`config.mk`:
```
export PLATFORM = sky130hd
export DESIGN_NAME = rotary_value_ctrl
export DESIGN_NICKNAME = d
export VERILOG_FILES = /design/src/rtl/rotary_value_ctrl.sv
export SDC_FILE = /design/constraint.sdc
export NUM_CORES = 1
export LEC_CHECK = 0
export ABC_AREA = 1
export CAP_MARGIN = 20
export CORE_ASPECT_RATIO = 0.9
export CORE_MARGIN = 1
export CORE_UTILIZATION = 35
export DETAILED_ROUTE_END_ITERATION = 8
export GPL_TIMING_DRIVEN = 0
export SYNTH_ARGS = -nofsm -noshare
export SYNTH_HDL_FRONTEND = slang
export SYNTH_SLANG_ARGS = --single-unit
export TNS_END_PERCENT = 50
```
`constraint.sdc`:
```
create_clock -name clk -period 3.7 [get_ports clk]
set_input_delay 0.555 -clock clk [delete_from_list [all_inputs] [get_ports clk]]
set_output_delay 0.555 -clock clk [all_outputs]
set_load 0.02 [all_outputs]
```
`src/rtl/rotary_value_ctrl.sv`:
```
// Rotary-encoder setting register: turns detent ticks into a bounded value with clamp/wrap and preload.
// Define ROTARY_ACCEL_EN to enable speed acceleration (step 1/2/4/8 for fast same-direction turning).
module rotary_value_ctrl #(
  parameter int unsigned WIDTH        = 8,
  parameter int unsigned MIN_VAL      = 0,
  parameter int unsigned MAX_VAL      = 255,
  parameter int unsigned INIT_VAL     = 0,
  parameter int unsigned WRAP         = 0,
  parameter int unsigned ACCEL_WINDOW = 50000,
  parameter int unsigned ACCEL_W      = 16
) (
  input  logic             clk,
  input  logic             rst,
  input  logic             tick_i,
  input  logic             dir_i,
  input  logic             load_i,
  input  logic [WIDTH-1:0] load_val_i,
  output logic [WIDTH-1:0] value_o,
  output logic             changed_o,
  output logic             dir_o,
  output logic             at_limit_o
);

  // Headroom bits so v+step and v-step never overflow before the limit checks.
  localparam int unsigned AW = WIDTH + 4;

  localparam logic [AW-1:0]    MIN_A       = AW'(MIN_VAL);
  localparam logic [AW-1:0]    MAX_A       = AW'(MAX_VAL);
  localparam logic [WIDTH-1:0] MIN_V       = WIDTH'(MIN_VAL);
  localparam logic [WIDTH-1:0] MAX_V       = WIDTH'(MAX_VAL);
  localparam logic [WIDTH-1:0] INIT_V      = WIDTH'(INIT_VAL);
  localparam logic             INIT_AT_LIM = (INIT_VAL == MIN_VAL) || (INIT_VAL == MAX_VAL);
  localparam logic             WRAP_EN     = (WRAP != 0);

  // Reject parameter sets the datapath cannot honour.
  if (MIN_VAL >= MAX_VAL || INIT_VAL < MIN_VAL || INIT_VAL > MAX_VAL) begin : g_bad_range
    $error("rotary_value_ctrl: need MIN_VAL < MAX_VAL and INIT_VAL within [MIN_VAL,MAX_VAL]");
  end
  if (ACCEL_W == 0 || (ACCEL_WINDOW >> ACCEL_W) != 0) begin : g_bad_accel
    $error("rotary_value_ctrl: ACCEL_WINDOW must fit in ACCEL_W bits");
  end

  logic [3:0]       step;
  logic [AW-1:0]    sum;
  logic [AW-1:0]    diff;
  logic [AW-1:0]    load_a;
  logic [WIDTH-1:0] value_d;
  logic             dir_d;

`ifdef ROTARY_ACCEL_EN
  localparam logic [0:0]         ST_IDLE  = 1'b0;
  localparam logic [0:0]         ST_TRACK = 1'b1;
  localparam logic [ACCEL_W-1:0] WIN      = ACCEL_W'(ACCEL_WINDOW);

  logic [0:0]         state_q;
  logic [0:0]         state_d;
  logic [1:0]         streak_q;
  logic [1:0]         streak_d;
  logic [ACCEL_W-1:0] interval_q;

  // Cycles since the last accepted tick, parked at WIN once rotation has gone quiet.
  always_ff @(posedge clk or posedge rst) begin
    if (rst) begin
      interval_q <= WIN;
    end else if (tick_i && !load_i) begin
      interval_q <= '0;
    end else if (interval_q < WIN) begin
      interval_q <= interval_q + ACCEL_W'(1);
    end
  end

  always_ff @(posedge clk or posedge rst) begin
    if (rst) begin
      state_q  <= ST_IDLE;
      streak_q <= 2'd0;
    end else begin
      state_q  <= state_d;
      streak_q <= streak_d;
    end
  end

  // Next state and streak; the streak only grows on fast ticks that keep the previous direction.
  always_comb begin
    state_d  = state_q;
    streak_d = streak_q;
    if (load_i) begin
      state_d  = ST_IDLE;
      streak_d = 2'd0;
    end else if (tick_i) begin
      state_d = ST_TRACK;
      if (state_q == ST_TRACK && dir_i == dir_o) begin
        streak_d = (streak_q == 2'd3) ? 2'd3 : 2'(streak_q + 2'd1);
      end else begin
        streak_d = 2'd0;
      end
    end else if (state_q == ST_TRACK && interval_q >= WIN) begin
      state_d = ST_IDLE;
    end
  end

  assign step = 4'(4'd1 << streak_d);
`else
  assign step = 4'd1;
`endif

  assign sum    = AW'(value_o) + AW'(step);
  assign diff   = AW'(value_o) - AW'(step);
  assign load_a = AW'(load_val_i);

  // Next value: load clamps regardless of WRAP, ticks saturate or wrap at the limits.
  always_comb begin
    value_d = value_o;
    dir_d   = dir_o;
    if (load_i) begin
      if (load_a < MIN_A) begin
        value_d = MIN_V;
      end else if (load_a > MAX_A) begin
        value_d = MAX_V;
      end else begin
        value_d = load_val_i;
      end
    end else if (tick_i) begin
      dir_d = dir_i;
      if (dir_i) begin
        if (sum > MAX_A) begin
          value_d = WRAP_EN ? MIN_V : MAX_V;
        end else begin
          value_d = WIDTH'(sum);
        end
      end else begin
        if (AW'(value_o) < AW'(step) || diff < MIN_A) begin
          value_d = WRAP_EN ? MAX_V : MIN_V;
        end else begin
          value_d = WIDTH'(diff);
        end
      end
    end
  end

  always_ff @(posedge clk or posedge rst) begin
    if (rst) begin
      value_o    <= INIT_V;
      changed_o  <= 1'b0;
      dir_o      <= 1'b0;
      at_limit_o <= INIT_AT_LIM;
    end else begin
      value_o    <= value_d;
      changed_o  <= (value_d != value_o);
      dir_o      <= dir_d;
      at_limit_o <= (value_d == MIN_V) || (value_d == MAX_V);
    end
  end

endmodule
```
## Word level (Yosys, flattened, before mapping)

Cells that the tools add are included.

| operators by class | value |
|---|---|
| $add $sub $neg | 2 |
| multipliers | 0 |
| div/mod/pow operators | 0 |
| order comparisons | 5 |
| equal/unequal tests | 2 |
| shifts and indexed selects | 0 |
| muxes and demuxes | 7 |
| bitwise logic cells | 1 |
| reduce and logical (&&, ||, !) cells | 4 |

Operators by type and width:

| cell | count |
|---|---|
| $mux W8 | 7 |
| $lt A8 B1 Y1 const B | 2 |
| $lt A12 B1 Y1 const B | 1 |
| $add A8 B1 Y9 const B | 1 |
| $gt A9 B8 Y1 const B | 1 |
| $sub A8 B1 Y9 const B | 1 |
| $eq A8 B8 Y1 const B | 1 |
| $gt A8 B8 Y1 const B | 1 |
| $logic_not A8 Y1 | 1 |
| $ne A8 B8 Y1 | 1 |
| $logic_or A1 B1 Y1 | 2 |
| $reduce_and A2 Y1 | 1 |
| $not A1 Y1 | 1 |

| storage, ports and cells | value |
|---|---|
| register bits after elaboration | 11 |
| latch bits | 0 |
| bits in writable memories | 0 |
| bits in read-only memories | 0 |
| bits of input ports | 13 |
| output and inout port bits | 11 |
| word-level logic and storage cells | 25 |
| memories kept | 0 |

## Depth between registers and ports, before layout

| logic depth | value |
|---|---|
| word-level depth | 9 |
| gate-level depth with buffers | 18 |
| depth with buffers taken out | 18 |

## Worst setup path before layout

No wires, ideal clock.

| timing path | value |
|---|---|
| path kind | flip-flop to flip-flop |
| start | reg value_o[0] |
| end | reg changed_o |
| setup time | 0.119 ns |
| arrival | 1.923 ns |
| required time | 3.581 ns |
| path slack | 1.659 ns |
| stages on the path, launching flop included | 18 |
| buffers on the path | 0 |
| clock period less this slack | 2.041 ns |
| cell sequence | dfrtp_1 inv_2 ha_1 nand2_1 inv_1 nand2_1 nor2_1 nand2_2 nor2_2 nand2_2 nand3_1 nand2_1 nand2_2 nand2_2 nand2_1 nand3_1 nor2_1 nand2_1 |

| between the ends | value |
|---|---|
| word-level cells in the longest chain between the ends | 8 |
| elaborated cells on any way between the ends | 12 |
| classes of those cells | add/sub (2); order compare (3); eq/ne (1); mux (5); reduce/logical (1) |

Ends and longest elaborated chain:

| element | line | text |
|---|---|---|
| start, declared | 18 | `output logic [WIDTH-1:0] value_o,` |
| start signal, assigned | 147 | `value_o <= value_d;` |
| $sub A8 B1 Y9 | 107 | `assign diff = AW'(value_o) - AW'(step);` |
| $lt A12 B1 Y1 | 131 | `if (AW'(value_o) < AW'(step) \|\| diff < MIN_A) begin` |
| $logic_or A1 B1 Y1 | 131 |  |
| $mux W8 | 131 |  |
| $mux W8 | 124 | `if (dir_i) begin` |
| $mux W8 | 122 | `end else if (tick_i) begin` |
| $mux W8 | 114 | `if (load_i) begin` |
| $ne A8 B8 Y1 * | 148 | `changed_o <= (value_d != value_o);` |
| end signal, assigned | 148 |  |
| end, declared | 19 | `output logic changed_o,` |

Mark *: on every way between the ends. The rest lies on a longest branch, timed or not.
A chain may end at the register's enable or synchronous reset.

## Final worst setup path

Same ends and word-level chain as after synthesis.

==> impl_results.md <==
- Status: complete, no violations
- Most frequent cell after synthesis: nand2_1
- Max IR drop VDD: 0.242 mV
- Die area: 3850 um^2
- Worst Hold Class: reg2reg
- Core Region: 3400 um^2
- Crit-path max FO: 7
- Max-Cap Viols: 0
- Clock Power Share: 23.9%
- Slew Viols, Final: 0
- Buf+Inv Stages, Crit Path: 2
- # IOs: 24
- Setup Viol. Count Final: 0
- Cts bufs inserted: 3
- Row cnt: 20
- Flop-to-flop setup slack: 1.43 ns
- Die span in x: 65.3 um
- Initial core utilization: 37.1%
- Hold Path Stages: 2
- Setup_tns: 0 ns
- Vias in the first global route: 1226
- Logic pwr share: 45.8%
- Setup Skew: 0.00464 ns
- Final Hold Vio Count: 0
- Leakage power: 0.791 nW
- HPWL Detailed: 2.66 mm
- Largest net degree at the start of global routing: 12
- Synth Warn #: 0
- Reg-to-Reg End: changed_o
- Final critical-path share of the clock period: 61.3%
- Pre-antenna DRT Iters: 4
- Fraction of layout cells with a size suffix above 1: 14.6%
- Antenna diodes: 0
- EDFF count, synth: 0
- RSZ-0062 raised after global routing: no
- Sw frac: 39.9%
- Initial antenna violation count: 0
- Synthesized Nets: 228
- DR vias/cell: 4.87
- Worst Reg-to-Reg Cells: 17
- # DRC: 0
- Max Clock Freq: 441 MHz
- Synth top cells by count: nand2_1 (55), nand3_1 (31), inv_1 (28)
- Grt total ovfl: 0
- Routed wire length: 3.32 mm
- Die Height: 59.0 um
- Design Power: 0.000496 W
- Setup repair bufs after CTS: 0
- DR iter-0 viols: 85
- Setup crit end kind: flop
- IO buf count: 23
- Via count: 1377
- CTS tree: yes
- Cell taking the most area after synthesis: dfrtp_1
- Min Clock Period, post-route: 2.27 ns
- Dominant synthesized flop cell: dfrtp_1
- Top cells by area, synth: dfrtp_1 (20%), nand2_1 (16%), nand3_1 (12%)
- First-pass GRT wire length: 5.60 mm
- Cts repair resizes: 0
- Register share of total power: 30.2%
- WHS: 0.545 ns
- Syn-to-layout area delta: 26.2%
- Post-synth ARST share: 100%
- Avg Cell Area, Syn: 5.96 um^2
- Gate Count Post-Synth: 212
- Wire per inst: 11.7 um
- Nets: 256
- Worst Hold Endpoint: dir_o
- Switch Pwr: 0.000198 W
- Worst-margin pin slew: 0.430 ns
- ANT nets after route: 0
- Top-area cell type share of the netlist area: 19.8%
- Critical R2R Launch: value_o[0]
- Worst path most repeated cell: nand2_1
- Worst setup SP type: flop
- Synthesized flop and latch total: 11
- Synth unique cells: 24
- WP data required: 3.81 ns
- Total track usage: 18.7%
- Clock Tree Root: clkbuf_8
- Crit-path slowest cell: dfrtp_1
- Type of the worst setup path: reg2reg
- Crit path cell chain: inv_2 -> ha_1 -> nand2_1 -> inv_1 -> nand2_1 -> nor2_1 -> nand2_2 -> nor2_2 -> nand2_2 -> nand3_1 -> nand2_1 -> nand2_2 -> nand2_1 -> nand2_1 -> nand3_1 -> nor2_1 -> nand2_1
- Clock latency on the worst-skew pair: 0.23 ns
- Bufs on Longest Clock Path: 2
- Reg clk slew, reported paths: 0.05 ns
- Rel. slew slack: 71.3%
- Slowest cell delay on critical path: 0.47 ns
- Register area share after synthesis: 21.9%
- Internal power: 0.000298 W
- Clk sinks: 11
- Mapped Area: 1260 um^2
- Crit path max-delay family: simple AND/OR/NAND/NOR gates
- Worst hold start: dir_o
- H-tree depth: 1
- CTS Hold Bufs: 0
- PwrDens: 312 nW/um^2
- Worst path arrival time: 2.38 ns
- GPL Wtd Cong: 0.831
[per-stage QoR]
step / instances / util [%] / cell area [um^2] / setup slack [ns]
floorplan: 212 / - / 1260 / 1.66
global placement: 279 / 45.5 / 1550 / 1.37
detailed placement: 279 / 45.5 / 1550 / 1.36
CTS: 283 / 46.8 / 1590 / 1.42
global route: 283 / 46.8 / 1590 / 1.19
finish: 283 / 46.8 / 1590 / 1.43
[placed cells by master (no fill, tap or decap), drive strengths merged]
| cell | count |
|---|---|
| buf | 3 |
| nand3 | 35 |
| nor2 | 30 |
| clkbuf | 6 |
| or2 | 5 |
| a21oi | 17 |
| dfstp | 1 |
| xor2 | 2 |
| clkdlybuf4s50 | 23 |
| o31ai | 1 |
| nand2 | 66 |
| dfrtp | 10 |
| ha | 3 |
| o21ai | 7 |
| o21bai | 1 |
| inv | 29 |
[final cells by class]
class / count / area (um^2)
plain buffers: 5 / 38.8
clock buffers: 4 / 45.0
fillers: 387 / 1810
inverters: 29 / 109
multi-input cells: 167 / 838
flip-flops and latches: 11 / 277
well taps: 44 / 55.1
repair buffers: 23 / 230
[per-layer routing]
| layer | track usage [%] | wire, um | up-vias | share of wire (%) |
|---|---|---|---|---|
| met3 | 1.15 | 115 | 0 | 3.5 |
| met2 | 29.2 | 1410 | 32 | 42 |
| li1 | - | - | 723 | - |
| met1 | 28.9 | 1800 | 622 | 54 |
| met5 | 0 | 0 | - | 0 |
| met4 | 2.80 | 0 | 0 | 0 |
[how the worst max path moves through the flow]
stage                     from         to  slack [ns]  depth (start not counted)
floorplan           value_o[0]  changed_o        1.66                         17
global placement        tick_i  changed_o        1.37                         11
detailed placement      tick_i  changed_o        1.36                         11
CTS                 value_o[1]  changed_o        1.42                         17
global route        value_o[0]  changed_o        1.19                         17
finish              value_o[0]  changed_o        1.43                         17
[power groups by stage]
stage               sequential [W]  clock, W  combinational (W)
floorplan                 0.000161         0           0.000145
global placement          0.000152         0           0.000227
detailed placement        0.000152         0           0.000227
CTS                       0.000150  0.000122           0.000228
global route              0.000152  0.000127           0.000256
finish                    0.000150  0.000119           0.000227
[cell families after synthesis]
family	share of synthesized area, %
DFF	21.9
and+or+nand+nor	50.4
AOI/OAI and AO/OA	11.6
buffers and inverters	11.7
xor gates and xnor gates	1.39
adders and majority gates	2.97
[worst min-delay path: stages, from the launching register on]
cell and delay, ns:
dfrtp_1 0.34, nor2_1 0.05, a21oi_1 0.11
[sequential cells by signal, indices dropped and copies added (netlist names)]
register and cells:
value_o 8, at_limit_o 1, changed_o 1, dir_o 1
(Power assumes the default switching activity.)
